<file path="src/rtl/bpsk_demod_if.sv">
// bpsk_demod_if: groups the BPSK waveform input and the recovered-frame outputs
// of the demodulator. The transmitter or bench side uses the master modport and
// the demodulator uses the slave modport.
// Optional feature macro: BPSK_DEMOD_ERR_EN adds the sym_err signal.
interface bpsk_demod_if #(
    parameter int DATA_WIDTH = 8
);
    logic                  wave_in;
    logic [DATA_WIDTH-1:0] data_out;
    logic                  data_valid;
    logic                  busy;
`ifdef BPSK_DEMOD_ERR_EN
    logic                  sym_err;

    modport master (output wave_in, input data_out, input data_valid, input busy, input sym_err);
    modport slave  (input wave_in, output data_out, output data_valid, output busy, output sym_err);
`else
    modport master (output wave_in, input data_out, input data_valid, input busy);
    modport slave  (input wave_in, output data_out, output data_valid, output busy);
`endif
endinterface

</file>
<file path="src/rtl/bpsk_demod.sv">
// bpsk_demod: BPSK demodulator locked to a transmitter that shares clk and leaves
// reset on the same edge. A free-running slot counter and slot index rebuild the
// reference carrier. One phase sample is taken in the middle of each half-period
// slot, and the samples of a bit period are counted for a majority decision.
// The first bit after reset is a preamble. Later bits are assembled LSB first
// into DATA_WIDTH-bit frames.
// Optional feature macro: BPSK_DEMOD_ERR_EN adds sym_err. It flags frames in
// which any bit had mixed samples.
module bpsk_demod #(
    parameter int CLOCK_IN      = 20_000_000,
    parameter int CLOCK_CARRIER = 64_000,
    parameter int DATA_WIDTH    = 8,
    parameter int CYCLE_COUNT   = 4
) (
    input  logic         clk,
    input  logic         n_rst,
    bpsk_demod_if.slave  bus
);

    // Derived timing: clocks per half carrier period, and slots per bit
    localparam int H      = CLOCK_IN / (CLOCK_CARRIER * 2);
    localparam int S      = 2 * CYCLE_COUNT;
    localparam int SLOT_W = (H > 1) ? $clog2(H) : 1;
    localparam int IDX_W  = (S > 1) ? $clog2(S) : 1;
    localparam int ONES_W = $clog2(S + 1);
    localparam int BIT_W  = (DATA_WIDTH > 1) ? $clog2(DATA_WIDTH) : 1;

    localparam logic [SLOT_W-1:0] SLOT_LAST = SLOT_W'(H - 1);
    localparam logic [SLOT_W-1:0] SLOT_MID  = SLOT_W'(H / 2);
    localparam logic [IDX_W-1:0]  IDX_LAST  = IDX_W'(S - 1);
    localparam logic [ONES_W-1:0] ONES_HALF = ONES_W'(CYCLE_COUNT);
    localparam logic [BIT_W-1:0]  BIT_LAST  = BIT_W'(DATA_WIDTH - 1);

    typedef enum logic {
        PREAMBLE = 1'b0,
        DATA     = 1'b1
    } state_e;

    state_e                state_q, state_d;
    logic [SLOT_W-1:0]     slotCnt_q, slotCnt_d;
    logic [IDX_W-1:0]      slotIdx_q, slotIdx_d;
    logic [ONES_W-1:0]     ones_q, ones_d;
    logic                  tieBit_q, tieBit_d;
    logic [DATA_WIDTH-1:0] frame_q, frame_d;
    logic [BIT_W-1:0]      bitCnt_q, bitCnt_d;
    logic [DATA_WIDTH-1:0] dataOut_q, dataOut_d;
    logic                  dataValid_q, dataValid_d;

    logic                  slotWrap;
    logic                  bitEnd;
    logic                  sampleNow;
    logic                  refCarrier;
    logic                  phaseSample;
    logic [ONES_W-1:0]     onesWithSample;
    logic                  decided;
    logic [DATA_WIDTH-1:0] wordNext;
    logic                  captureEn;
    logic                  busyState;

    // Slot timing, the phase sample and the majority decision with tie-hold
    always_comb begin
        slotWrap    = (slotCnt_q == SLOT_LAST);
        bitEnd      = slotWrap && (slotIdx_q == IDX_LAST);
        sampleNow   = (slotCnt_q == SLOT_MID);
        refCarrier  = slotIdx_q[0];
        phaseSample = bus.wave_in ^ refCarrier;
        // The current sample is folded in, so a sample on the last clock still counts
        onesWithSample = ones_q + ONES_W'(sampleNow & phaseSample);
        if (onesWithSample > ONES_HALF) begin
            decided = 1'b1;
        end else if (onesWithSample < ONES_HALF) begin
            decided = 1'b0;
        end else begin
            decided = tieBit_q;
        end
    end

    // FSM state register: the preamble bit is always expected first after reset
    always_ff @(posedge clk or negedge n_rst) begin
        if (!n_rst) begin
            state_q <= PREAMBLE;
        end else begin
            state_q <= state_d;
        end
    end

    // FSM next state: the preamble lasts one bit period, then stay in DATA for good
    always_comb begin
        state_d = state_q;
        unique case (state_q)
            PREAMBLE: if (bitEnd) state_d = DATA;
            DATA:     state_d = DATA;
            default:  state_d = PREAMBLE;
        endcase
    end

    // FSM outputs: decisions are captured only in DATA; both states count as busy
    always_comb begin
        captureEn = 1'b0;
        busyState = 1'b0;
        unique case (state_q)
            PREAMBLE: begin
                busyState = 1'b1;
            end
            DATA: begin
                busyState = 1'b1;
                captureEn = bitEnd;
            end
            default: begin
                busyState = 1'b0;
            end
        endcase
    end

    // Datapath next state: counters, sample accumulation, frame assembly, output load
    always_comb begin
        slotCnt_d = slotWrap ? '0 : slotCnt_q + 1'b1;
        slotIdx_d = slotIdx_q;
        if (slotWrap) begin
            slotIdx_d = (slotIdx_q == IDX_LAST) ? '0 : slotIdx_q + 1'b1;
        end
        ones_d   = bitEnd ? '0 : onesWithSample;
        tieBit_d = bitEnd ? decided : tieBit_q;

        wordNext           = frame_q;
        wordNext[bitCnt_q] = decided;

        frame_d     = frame_q;
        bitCnt_d    = bitCnt_q;
        dataOut_d   = dataOut_q;
        dataValid_d = 1'b0;
        if (captureEn) begin
            frame_d = wordNext;
            if (bitCnt_q == BIT_LAST) begin
                bitCnt_d    = '0;
                dataOut_d   = wordNext;
                dataValid_d = 1'b1;
            end else begin
                bitCnt_d = bitCnt_q + 1'b1;
            end
        end
    end

    // Datapath registers: everything clears asynchronously, so no partial frame survives
    always_ff @(posedge clk or negedge n_rst) begin
        if (!n_rst) begin
            slotCnt_q   <= '0;
            slotIdx_q   <= '0;
            ones_q      <= '0;
            tieBit_q    <= 1'b0;
            frame_q     <= '0;
            bitCnt_q    <= '0;
            dataOut_q   <= '0;
            dataValid_q <= 1'b0;
        end else begin
            slotCnt_q   <= slotCnt_d;
            slotIdx_q   <= slotIdx_d;
            ones_q      <= ones_d;
            tieBit_q    <= tieBit_d;
            frame_q     <= frame_d;
            bitCnt_q    <= bitCnt_d;
            dataOut_q   <= dataOut_d;
            dataValid_q <= dataValid_d;
        end
    end

`ifdef BPSK_DEMOD_ERR_EN
    logic errAcc_q, errAcc_d;
    logic symErr_q, symErr_d;
    logic bitErr;

    // A bit is suspect when its samples were not unanimous
    always_comb begin
        bitErr   = (onesWithSample != '0) && (onesWithSample != ONES_W'(S));
        errAcc_d = errAcc_q;
        symErr_d = 1'b0;
        if (captureEn) begin
            if (bitCnt_q == BIT_LAST) begin
                errAcc_d = 1'b0;
                symErr_d = errAcc_q | bitErr;
            end else begin
                errAcc_d = errAcc_q | bitErr;
            end
        end
    end

    // Frame error flag registers, pulsed alongside data_valid
    always_ff @(posedge clk or negedge n_rst) begin
        if (!n_rst) begin
            errAcc_q <= 1'b0;
            symErr_q <= 1'b0;
        end else begin
            errAcc_q <= errAcc_d;
            symErr_q <= symErr_d;
        end
    end

    assign bus.sym_err = symErr_q;
`endif

    assign bus.data_out   = dataOut_q;
    assign bus.data_valid = dataValid_q;
    // busy is gated by n_rst so that it reads 0 while reset is held
    assign bus.busy       = busyState & n_rst;

endmodule

</file>
<file path="src/flat_wrapper.sv">
// flat-port wrapper written by rule: the top's interface ports become plain ports
module bpsk_demod_flat 
#(
    parameter int CLOCK_IN      = 20_000_000,
    parameter int CLOCK_CARRIER = 64_000,
    parameter int DATA_WIDTH    = 8,
    parameter int CYCLE_COUNT   = 4
)
  (clk, n_rst, bus_wave_in, bus_data_out, bus_data_valid, bus_busy);
  bpsk_demod_if #(.DATA_WIDTH(DATA_WIDTH)) bus_i ();
  input  logic clk;
  input  logic n_rst;
  input wire logic [$bits(bus_i.wave_in)-1:0] bus_wave_in;
  output wire logic [$bits(bus_i.data_out)-1:0] bus_data_out;
  output wire logic [$bits(bus_i.data_valid)-1:0] bus_data_valid;
  output wire logic [$bits(bus_i.busy)-1:0] bus_busy;
  assign bus_i.wave_in = bus_wave_in;
  assign bus_data_out = bus_i.data_out;
  assign bus_data_valid = bus_i.data_valid;
  assign bus_busy = bus_i.busy;
  bpsk_demod #(.CLOCK_IN(CLOCK_IN), .CLOCK_CARRIER(CLOCK_CARRIER), .DATA_WIDTH(DATA_WIDTH), .CYCLE_COUNT(CYCLE_COUNT)) u_core (.clk(clk), .n_rst(n_rst), .bus(bus_i));
endmodule
</file>
<file path="config.mk">
export PLATFORM = sky130hd
export DESIGN_NAME = bpsk_demod_flat
export DESIGN_NICKNAME = d
export VERILOG_FILES = /design/src/rtl/bpsk_demod_if.sv /design/src/rtl/bpsk_demod.sv /design/src/flat_wrapper.sv
export SDC_FILE = /design/constraint.sdc
export NUM_CORES = 1
export LEC_CHECK = 0
export ABC_CLOCK_PERIOD_IN_PS = 2450
export CORE_MARGIN = 4
export CORE_UTILIZATION = 52
export CTS_CLUSTER_DIAMETER = 40
export DETAILED_ROUTE_END_ITERATION = 16
export PLACE_DENSITY = 0.75
export SLEW_MARGIN = 20
export SYNTH_ARGS = -nofsm -noshare
export SYNTH_HDL_FRONTEND = slang
export SYNTH_SLANG_ARGS = --single-unit
</file>
<file path="constraint.sdc">
create_clock -name clk -period 2.45 [get_ports clk]
set_input_delay 0.245 -clock clk [delete_from_list [all_inputs] [get_ports clk]]
set_output_delay 0.245 -clock clk [all_outputs]
set_load 0.1 [all_outputs]
</file>
==> results of run 1 <==
-- metal layers --
| metal | routed length, um | GRT usage, % | vias up | part of all wire [%] |
|---|---|---|---|---|
| met3 | 147 | 6.656 | 6 | 4.3 |
| met2 | 1608 | 26.12 | 28 | 47 |
| met1 | 1614 | 22.75 | 608 | 47 |
| met5 | 0 | 0 | - | 0 |
| met4 | 44 | 5.316 | 0 | 1.3 |
| li1 | - | - | 601 | - |
-- final timing paths --
| check | start | endpoint | cells after the start |
|---|---|---|---|
| min in group clk | u_core.bus.data_out[6] | u_core.bus.data_out[6] | 1 |
| min | n_rst | u_core.slotCnt_q[0] | 3 |
| max in group asynchronous | n_rst | u_core.ones_q[1] | 3 |
| max | u_core.slotCnt_q[0] | u_core.bus.data_out[5] | 10 |
| max reg2reg | u_core.slotCnt_q[0] | u_core.bus.data_out[5] | 10 |
| min reg2reg | u_core.bus.data_out[6] | u_core.bus.data_out[6] | 1 |
-- area by class of cell --
cell class,instances,area share (%)
Inverter,2,0.3427
Sequential cell,37,42.26
Tap cell,46,2.627
Clock buffer,6,2.342
Clock inverter,2,1.713
Timing Repair Buffer,26,9.195
Multi-Input combinational cell,109,41.52
-- state kept, by name, indices dropped and copies added (netlist names) --
register,cells
u_core.bus.data_out,8
u_core.frame_q,8
u_core.slotCnt_q,8
u_core.ones_q,4
u_core.bitCnt_q,3
u_core.slotIdx_q,3
u_core.bus.data_valid,1
u_core.state_q,1
u_core.tieBit_q,1
-- worst register-to-register path: cells and delay by family, from the launching register on --
kind,cells,cell delay [ns]
adder cells (fa/ha/maj),3,0.59
AO/OA/AOI/OAI,2,0.42
flip-flops,1,0.40
AND/OR/NAND/NOR,2,0.35
multiplexers,1,0.27
buffers and inverters,2,0.26
-- cells by family (layout without fill, tap and decap cells) --
logic type / after synthesis / in the layout
muxes: 20 / 20
AOI/OAI and AO/OA: 14 / 14
adders and majority gates: 8 / 8
DFF: 37 / 37
xor gates and xnor gates: 8 / 8
and+or+nand+nor: 59 / 59
buffers and inverters: 9 / 36
-- cells in the final DEF (no fill, tap or decap), types with 2 or more instances in the layout --
cell | netlist | routed
a31oi_1 | 9 | 8
and3_1 | 3 | 3
and3b_1 | 3 | 3
buf_4 | 5 | 22
clkbuf_4 | 0 | 5
dfrtp_1 | 37 | 37
ha_1 | 8 | 6
inv_1 | 2 | 2
mux2_2 | 18 | 14
mux2_4 | 2 | 6
nand2_1 | 4 | 3
nand3_1 | 9 | 9
nand3b_1 | 2 | 2
nand4_1 | 2 | 2
nor2_1 | 17 | 17
nor2_2 | 2 | 2
nor2b_1 | 4 | 4
nor3_1 | 2 | 2
nor3b_1 | 3 | 3
o21ai_0 | 2 | 2
xnor2_1 | 4 | 4
xor2_1 | 4 | 4
-- power groups by stage --
stage | Clock [W] | Combinational [W] | Sequential [W]
after floorplan | 0 | 0.0000101 | 0.000623
after global placement | 0 | 0.0000261 | 0.000623
after detailed placement | 0 | 0.0000265 | 0.000623
after CTS | 0.000463 | 0.0000284 | 0.000612
after global routing | 0.000496 | 0.0000304 | 0.000612
final | 0.000449 | 0.0000270 | 0.000612
-- per-stage QoR --
stage                     hold WS [ns]  utilization [%]  worst slack (ns)  cell area (um^2)
after floorplan               -0.05059                -           0.09042              1851
after CTS                       0.4855            63.50          0.005045              2136
after global routing            0.5066            65.14          -0.03599              2191
after detailed placement        0.3283            60.31          -0.03613              2028
final                           0.4790            65.14           0.05695              2191
after global placement          0.3239            60.31           0.02568              2028
-- timing repair --
item	CTS	global route
hold endpoints to repair	37	0
pin swaps	0	3
hold buffers	1	0
gates resized for setup	2	9
setup endpoints to repair	2	16
cloned	0	1
buffers inserted	0	1
==> impl_results.md, run 1 <==
- Status: completed
- Fin nets: 192
- Pin count of the biggest net entering global routing: 38
- Endpoints failing hold: 0
- Worst-path maximum fanout: 4
- Share of power burned in registers: 56.2%
- HP Class: input pin to asynchronous set/reset pin
- Overall routing resource usage: 17.22%
- Fin Clk Skew: 0.01359 ns
- Top post-synthesis cells by count: dfrtp_1 (37), mux2_2 (18), nor2_1 (17), a31oi_1 (9), nand3_1 (9)
- Asr flop ratio synth: 100.0%
- Initial antenna violation count: 0
- CP Cell Sequence: inv_1 > ha_1 > nand3b_1 > nor4_2 > ha_2 > ha_4 > o32ai_4 > buf_4 > a31oi_1 > mux2_2
- Worst vdd ir: 0.3985 mV
- Synthesized Nets: 166
- Starting Density: 54.69%
- Worst setup SP type: flop
- CTS H-tree lvls: 2
- 1st-iter DRT viols: 52
- Adder-cell area share of the yosys netlist: 5.442%
- Synthesized cell area: 0.001839 mm^2
- TritonCTS sink count: 37
- FF+latch area: 925.9 um^2
- Clock network power share: 41.3%
- Final Max Slew Viols: 0
- Die area: 0.004553 mm^2
- Worst EP arrival: 2.63 ns
- Setup TNS Final: 0 ns
- Number of flops mapped to enable cells by yosys: 0
- Total grt overflow: 0
- TritonCTS clock tree: done
- Pwr Total: 0.001088 W
- Post-synthesis mux area share: 12.65%
- Combinational power share: 2.5%
- Register bit count reported by yosys: 37
- Synth area leader: dfrtp_1
- Required @ worst endpoint: 2.69 ns
- Number of remaining DRC errors: 0
- Synth Area in Compound Gates: 5.510%
- Core ar.: 0.003363 mm^2
- CP max stage delay: 0.40 ns
- Maxcap violations: 0
- Switch Pwr: 0.0002272 W
- DR WL/cell: 14.97 um
- Via count: 1243
- Synthesized-area fraction occupied by and/or/nand/nor cells: 18.98%
- Area Growth Syn to Fin: 19.12%
- Multi-input logic area: 909.6 um^2
- Mean Syn Cell Area: 11.87 um^2
- Pwr dens: 496.4 mW/mm^2
- XOR/XNOR share of the synthesized area: 3.810%
- CTS Buffer Depth: 2
- Total CTS buffers: 5
- Highest-delay cell along the critical path: dfrtp_1
- R2R Setup Slk: 0.06 ns
- Synth top area share: 50.34%
- CTS Root Cell: clkbuf_4
- Setup CP Type: flop to flop
- Port bufs: 12
- Top Family by Delay on Critical Path: adder cells
- Die width: 67.48 um
- Ratio of cells with drive above 1 in the final layout: 35.16%
- Fmax: 417.9 MHz
- # IOs: 13
- Largest family of logic cells by synthesized area: simple AND/OR/NAND/NOR gates
- Row count: 21
- Diodes inserted: 0
- Die H: 67.48 um
- Synth area leaders: dfrtp_1 (50%), mux2_2 (11%), ha_1 (5.4%)
- Vias/cell: 5.452
- Clk_lat worst skew: 0.35 ns
- Net Sw Frac: 20.89%
- DRT Pass-1 Iters: 4
- Post-DRT Antenna Nets: 0
- Fill count: 284
- YS warnings: 0
- Most frequent cell after synthesis: dfrtp_1
- Clk slew on worst S/H paths: 0.12 ns
- Final setup vio count: 0
- Worst setup EP type: flop
- Slew HR: 67.15%
- Pint: 0.0008604 W
- Detailed placement HPWL: 2.284 mm
- Placed cells: 217
- First-pass GRT wire length: 5.658 mm
- Post-Syn Instances: 155
- Tightest Pin Transition: 0.4928 ns
- Buf+Inv Stages, Crit Path: 2
- Post-synth top flop: dfrtp_1
- Post-route minimum period: 2.393 ns
- RSZ-0062 raised after global routing: true
- Unique masters post-synth: 34
- Vias in the first global route: 1223
- Final Instance Count excl. Fillers: 228
- Leak Pwr: 1.065 nW
- Crit share post-route: 97.68%
- Wirelength, routed: 3.414 mm
- Sequential element share of the synthesized area: 50.34%
- GP Congestion: 0.8478
(Power assumes the default switching activity.)
==> run 2: changes to the inputs <==
--- a/config.mk
+++ b/config.mk
@@ -10,7 +10,7 @@
 export CORE_UTILIZATION = 52
 export CTS_CLUSTER_DIAMETER = 40
 export DETAILED_ROUTE_END_ITERATION = 16
-export PLACE_DENSITY = 0.75
+export PLACE_DENSITY = 0.81
 export SLEW_MARGIN = 20
 export SYNTH_ARGS = -nofsm -noshare
 export SYNTH_HDL_FRONTEND = slang
==> run 2 against run 1 <==
Worst hold slack improved by 0.027 ns; design area decreased by 2.7%; critical path type unchanged; highest routed layer unchanged; sequential power about the same.
==> impl_results.md, run 2 (same netlist as run 1, synthesis figures left out) <==
- Clk_lat worst skew: 0.34 ns (about the same)
- Leak Pwr: 1.044 nW (-2.0%)
- Crit share post-route: 93.60% (-4.1 points)
- Initial antenna violation count: 0 (unchanged)
- Final Max Slew Viols: 0 (unchanged)
- Met1 Wirelength: 1.514 mm (-6.2%)
- Total CTS buffers: 5 (unchanged)
- Fmax: 436.1 MHz (+4.4%)
- Post-DRT Antenna Nets: 0 (unchanged)
- Post-route minimum period: 2.293 ns (-0.09976 ns)
- Status: completed
- Worst setup EP type: flop
- Worst R2R Start: u_core.slotCnt_q[5]
- Wirelength, routed: 3.250 mm (-4.8%)
- Die H: 67.48 um (unchanged)
- Tightest Pin Transition: 0.4588 ns (-0.03401 ns)
- Worst setup SP type: flop
- Multi-input logic area: 888.4 um^2 (-2.3%)
- First-pass GRT wire length: 5.609 mm (-0.87%)
- Maxcap violations: 0 (unchanged)
- Ratio of cells with drive above 1 in the final layout: 33.33% (-1.8 points)
- Port bufs: 12 (unchanged)
- Combinational power share: 2.8% (+0.3 points)
- Met3 WL: 158 um (+7.5%)
- Die width: 67.48 um (unchanged)
- GP Congestion: 0.8331 (-1.7%)
- Setup TNS Final: 0 ns (unchanged)
- Required @ worst endpoint: 2.68 ns (about the same)
- FF+latch area: 925.9 um^2 (unchanged)
- Worst reg2reg path depth: 8 (-2)
- Clk slew on worst S/H paths: 0.10 ns (-0.02 ns)
- DRT Pass-1 Iters: 4 (unchanged)
- Worst-path maximum fanout: 5 (+1)
- Fin nets: 191 (-0.52%)
- TritonCTS sink count: 37 (unchanged)
- Pin count of the biggest net entering global routing: 38 (unchanged)
- WL met2: 1.540 mm (-4.2%)
- Total grt overflow: 0 (unchanged)
- Pwr Total: 0.0009589 W (-12%)
- Post-CTS Setup Bufs: 0 (unchanged)
- HP Class: input pin to asynchronous set/reset pin
- Die area: 0.004553 mm^2 (unchanged)
- Vias/cell: 5.385 (-1.2%)
- Clock network power share: 33.4% (-7.9 points)
- Reg2reg end: u_core.bus.data_out[4]
- Number of remaining DRC errors: 0 (unchanged)
- Fill count: 289 (+1.8%)
- Row count: 21 (unchanged)
- Core ar.: 0.003363 mm^2 (unchanged)
- 1st-iter DRT viols: 53 (+1.9%)
- Pint: 0.0007532 W (-12%)
- Worst vdd ir: 0.3033 mV (-24%)
- Overall routing resource usage: 16.72% (-0.50 points)
- # IOs: 13 (unchanged)
- Area Growth Syn to Fin: 15.92%
- Share of power burned in registers: 63.7% (+7.5 points)
- Most used cells in the layout excluding fill and tap cells: dfrtp_1 (37), buf_4 (20), mux2_2 (18)
- CTS Buffer Depth: 2 (unchanged)
- Pwr dens: 449.8 mW/mm^2 (-9.4%)
- Starting Density: 54.69% (unchanged)
- Endpoints failing hold: 0 (unchanged)
- Fin Clk Skew: 0.006271 ns (-0.007318 ns)
- Diodes inserted: 0 (unchanged)
- Slew HR: 69.42% (+2.3 points)
- DR WL/cell: 14.38 um (-4.0%)
- Switch Pwr: 0.0002057 W (-9.4%)
- Detailed placement HPWL: 2.315 mm (+1.4%)
- Worst EP arrival: 2.52 ns (-0.11 ns)
- Vias in the first global route: 1244 (+1.7%)
- Via count: 1217 (-2.1%)
- Most common cell after layout, fill and taps aside: dfrtp_1
- Setup CP Type: flop to flop
- TritonCTS clock tree: done
- Max Used Layer: met4
- CTS Root Cell: clkbuf_4
- Net Sw Frac: 21.46% (+0.57 points)
- CTS H-tree lvls: 2 (unchanged)
- Final setup vio count: 0 (unchanged)
- R2R Setup Slk: 0.16 ns (+0.10 ns)
==> run 2: cell types whose count changed in the layout (fill, tap and decap cells not counted) <==
| cell | delta |
|---|---|
| clkinvlp_4 | -1 |
| clkbuf_1 | +1 |
| mux2_4 | -4 |
| mux2_2 | +4 |
| buf_6 | +1 |
| a31oi_2 | -1 |
| a31oi_1 | +1 |
| buf_4 | -2 |
| bufinv_16 | -1 |
==> run 2: cell type report <==
class | instances | share of cell area, %
Sequential cell | 37 | 43.43
Multi-Input combinational cell | 109 | 41.67
Timing Repair Buffer | 25 | 9.272
Tap cell | 46 | 2.700
Clock buffer | 7 | 2.582
Inverter | 2 | 0.3521
==> run 2: per-layer routing <==
| layer | global-route usage [%] | vias up |
|---|---|---|
| met5 | 0 | - |
| met4 | 6.835 | 0 |
| met3 | 5.491 | 7 |
| met2 | 25.03 | 28 |
| met1 | 22.29 | 584 |
| li1 | - | 598 |
==> run 2: how the worst max path moves through the flow <==
stage / cells past startpoint / end / slack, ns / start
3_3_place_gp: 8 / u_core.frame_q[2] / -0.01 / bus_wave_in
3_5_place_dp: 8 / u_core.frame_q[1] / -0.04 / bus_wave_in
4_1_cts: 9 / u_core.frame_q[1] / 0.02 / u_core.slotCnt_q[0]
6_report: 8 / u_core.bus.data_out[4] / 0.16 / u_core.slotCnt_q[5]
2_1_floorplan: 8 / u_core.frame_q[1] / 0.09 / u_core.slotCnt_q[2]
5_1_grt: 9 / u_core.bus.data_out[0] / -0.01 / u_core.slotCnt_q[5]
==> run 2: timing repair <==
action,CTS,global route
endpoints found under the hold margin,37,0
resized for setup,0,6
hold buffers,1,0
endpoints found under the setup margin,0,16
==> run 2: power groups by stage <==
stage	logic, W	clock network [W]	registers, W
global placement	0.0000265	0	0.000623
floorplan	0.0000101	0	0.000623
finish	0.0000271	0.000321	0.000611
global route	0.0000301	0.000360	0.000612
detailed placement	0.0000268	0	0.000623
CTS	0.0000281	0.000331	0.000611
==> run 2: per-stage QoR <==
step / setup slack [ns] / cell area [um^2] / hold slack (ns) / util, % / instances
2_1_floorplan: 0.09042 / 1851 / -0.05059 / - / 155
3_3_place_gp: -0.009601 / 2036 / 0.3625 / 60.53 / 218
3_5_place_dp: -0.04112 / 2036 / 0.3657 / 60.53 / 218
4_1_cts: 0.02139 / 2101 / 0.5203 / 62.46 / 226
5_1_grt: -0.01285 / 2132 / 0.5411 / 63.39 / 226
6_report: 0.1567 / 2132 / 0.5060 / 63.39 / 226
==> run 2: critical path, cell delays in order (launching register included) <==
cell	delay (ns)
dfrtp_1	0.39
or2b_1	0.25
nor4_2	0.27
ha_2	0.25
ha_4	0.21
o32ai_4	0.28
buf_6	0.17
a31oi_1	0.09
mux2_2	0.28
==> run 3: changes to the inputs <==
--- a/config.mk
+++ b/config.mk
@@ -6,7 +6,7 @@
 export NUM_CORES = 1
 export LEC_CHECK = 0
 export ABC_CLOCK_PERIOD_IN_PS = 2450
-export CORE_MARGIN = 4
+export CORE_MARGIN = 2
 export CORE_UTILIZATION = 52
 export CTS_CLUSTER_DIAMETER = 40
 export DETAILED_ROUTE_END_ITERATION = 16
@@ -15,3 +15,4 @@
 export SYNTH_ARGS = -nofsm -noshare
 export SYNTH_HDL_FRONTEND = slang
 export SYNTH_SLANG_ARGS = --single-unit
+export TNS_END_PERCENT = 100
==> run 3 against run 2 <==
Worst hold slack worse by 0.032 ns; register-to-register slack got worse by 0.07 ns; non-clock buffer count is 1 higher; first-iteration DRC count is 21% higher; critical path type unchanged; critical endpoint is now u_core.bus.data_out[7].
==> impl_results.md, run 3 (same netlist as run 1, synthesis figures left out) <==
- Via count: 1270 (+4.4%)
- Die H: 63.48 um (-5.9%)
- First-pass GRT wire length: 6.265 mm (+12%)
- Maxcap violations: 0 (unchanged)
- Clk slew on worst S/H paths: 0.12 ns (+0.02 ns)
- Leak Pwr: 1.073 nW (+2.8%)
- Status: completed
- Met3 WL: 149 um (-5.7%)
- Tightest Pin Transition: 0.4723 ns (+0.01357 ns)
- Worst setup EP type: flop
- Most common cell after layout, fill and taps aside: dfrtp_1
- Post-route minimum period: 2.359 ns (+0.06598 ns)
- DR WL/cell: 15.86 um (+10%)
- TritonCTS sink count: 37 (unchanged)
- Max Used Layer: met4
- Ratio of cells with drive above 1 in the final layout: 35.16% (+1.8 points)
- Final setup vio count: 0 (unchanged)
- Slew HR: 68.51% (-0.90 points)
- Fmax: 423.9 MHz (-2.8%)
- Worst reg2reg path depth: 8 (unchanged)
- Overall routing resource usage: 20.49% (+3.8 points)
- Clk_lat worst skew: 0.36 ns (+0.02 ns)
- Fin Clk Skew: 0.02048 ns (+0.01421 ns)
- Vias/cell: 5.570 (+3.4%)
- Pwr dens: 532.4 mW/mm^2 (+18%)
- Crit path to: u_core.bus.data_out[7]
- HP Class: input pin to asynchronous set/reset pin
- Worst setup SP type: flop
- Most used cells in the layout excluding fill and tap cells: dfrtp_1 (37), buf_4 (21), mux2_2 (18)
- Die area: 0.004029 mm^2 (-12%)
- CP Cell Sequence: or2b_1 > nor4_2 > ha_2 > ha_4 > o32ai_4 > buf_6 > a31oi_1 > mux2_2
- Worst-path maximum fanout: 5 (unchanged)
- TritonCTS clock tree: done
- DRT Pass-1 Iters: 4 (unchanged)
- Setup CP Type: flop to flop
- Endpoints failing hold: 0 (unchanged)
- Highest-delay cell along the critical path: dfrtp_1
- Worst R2R Start: u_core.slotCnt_q[5]
- Crit share post-route: 96.30% (+2.7 points)
- Die width: 63.48 um (-5.9%)
- Diodes inserted: 0 (unchanged)
- Fill count: 288 (-0.35%)
- Met1 Wirelength: 1.615 mm (+6.7%)
- Final Instance Count excl. Fillers: 228 (+0.88%)
- Buf+Inv Stages, Crit Path: 1 (unchanged)
- R2R Setup Slk: 0.09 ns (-0.07 ns)
- Required @ worst endpoint: 2.69 ns (about the same)
- Reg2reg end: u_core.bus.data_out[7]
- Number of remaining DRC errors: 0 (unchanged)
- Worst EP arrival: 2.60 ns (+0.08 ns)
- CTS H-tree lvls: 2 (unchanged)
- Port bufs: 12 (unchanged)
- WL met2: 1.804 mm (+17%)
- Final Max Slew Viols: 0 (unchanged)
- Detailed placement HPWL: 2.464 mm (+6.4%)
- Core ar.: 0.003363 mm^2 (unchanged)
- Cell count along the critical path: 8 (unchanged)
- Starting Density: 54.69% (unchanged)
- Wirelength, routed: 3.615 mm (+11%)
- Critical Path Source: u_core.slotCnt_q[5]
- Placed cells: 217 (-0.46%)
- Initial antenna violation count: 0 (unchanged)
- Top Family by Delay on Critical Path: simple AND/OR/NAND/NOR gates
- Total grt overflow: 0 (unchanged)
- Hold Worst Slack: 0.4739 ns (-0.03208 ns)
- # IOs: 13 (unchanged)
- Total CTS buffers: 5 (unchanged)
- 1st-iter DRT viols: 64 (+21%)
- Row count: 21 (unchanged)
- Fin nets: 192 (+0.52%)
- Area Growth Syn to Fin: 19.05%
- CTS Buffer Depth: 2 (unchanged)
- CTS Root Cell: clkbuf_4
- Vias in the first global route: 1336 (+7.4%)
- Worst vdd ir: 0.3547 mV (+17%)
- CP max stage delay: 0.40 ns (about the same)
- Pin count of the biggest net entering global routing: 38 (unchanged)
- Post-DRT Antenna Nets: 0 (unchanged)
- GP Congestion: 0.8218 (-1.4%)
- Pwr Total: 0.001166 W (+22%)
run 3: timing repair:
item	4_1_cts	5_1_grt
hold endpoints to repair	37	0
buffers inserted	0	1
gates cloned	0	1
endpoints found under the setup margin	5	16
resized for setup	1	8
pin swaps	0	3
hold buffers	1	0
run 3: how the worst min path moves through the flow:
stage,from,endpoint,slack [ns],cells past startpoint
5_1_grt,n_rst,u_core.bus.data_valid,0.53,3
3_3_place_gp,n_rst,u_core.frame_q[0],0.36,2
2_1_floorplan,n_rst,u_core.bitCnt_q[0],-0.05,0
3_5_place_dp,n_rst,u_core.bitCnt_q[2],0.37,2
6_report,n_rst,u_core.frame_q[0],0.47,3
4_1_cts,n_rst,u_core.bitCnt_q[2],0.51,3
run 3: power breakdown:
part / switching (W) / total, W / internal (W)
Clock: 0.000211 / 0.000527 / 0.000316
Combinational: 0.0000203 / 0.0000271 / 0.00000673
Sequential: 0.000000337 / 0.000612 / 0.000611
Total: 0.000232 / 0.00117 / 0.000934
run 3: final cells by class:
class / count / area [um^2] / area share (%)
flip-flops and latches: 37 / 925.9 / 42.29
multi-input cells: 109 / 890.9 / 40.69
repair buffers: 26 / 205.2 / 9.371
clock inverters: 3 / 65.06 / 2.971
well taps: 46 / 57.56 / 2.629
clock buffers: 5 / 37.54 / 1.714
inverters: 2 / 7.507 / 0.3429
run 3: routing by layer:
metal	GRT usage, %	vias to the layer above
met5	0	-
met4	6.793	0
met3	5.714	6
met2	33.68	27
met1	26.16	637
li1	-	600
run 3: stage by stage:
stage               util [%]  area, um^2  setup WS, ns  setup TNS, ns
finish                 65.10        2190       0.09073              0
floorplan                  -        1851       0.09042              0
global placement       60.31        2028       0.01868              0
CTS                    63.76        2145     0.0008895              0
global route           65.10        2190      -0.02775        -0.1141
detailed placement     60.31        2028      -0.03528        -0.1401
run 3: worst register-to-register path, stage by stage, from the launching register on:
cell,delay [ns]
dfrtp_1,0.40
or2b_1,0.25
nor4_2,0.26
ha_2,0.24
ha_4,0.21
o32ai_4,0.35
buf_6,0.17
a31oi_1,0.09
mux2_2,0.28
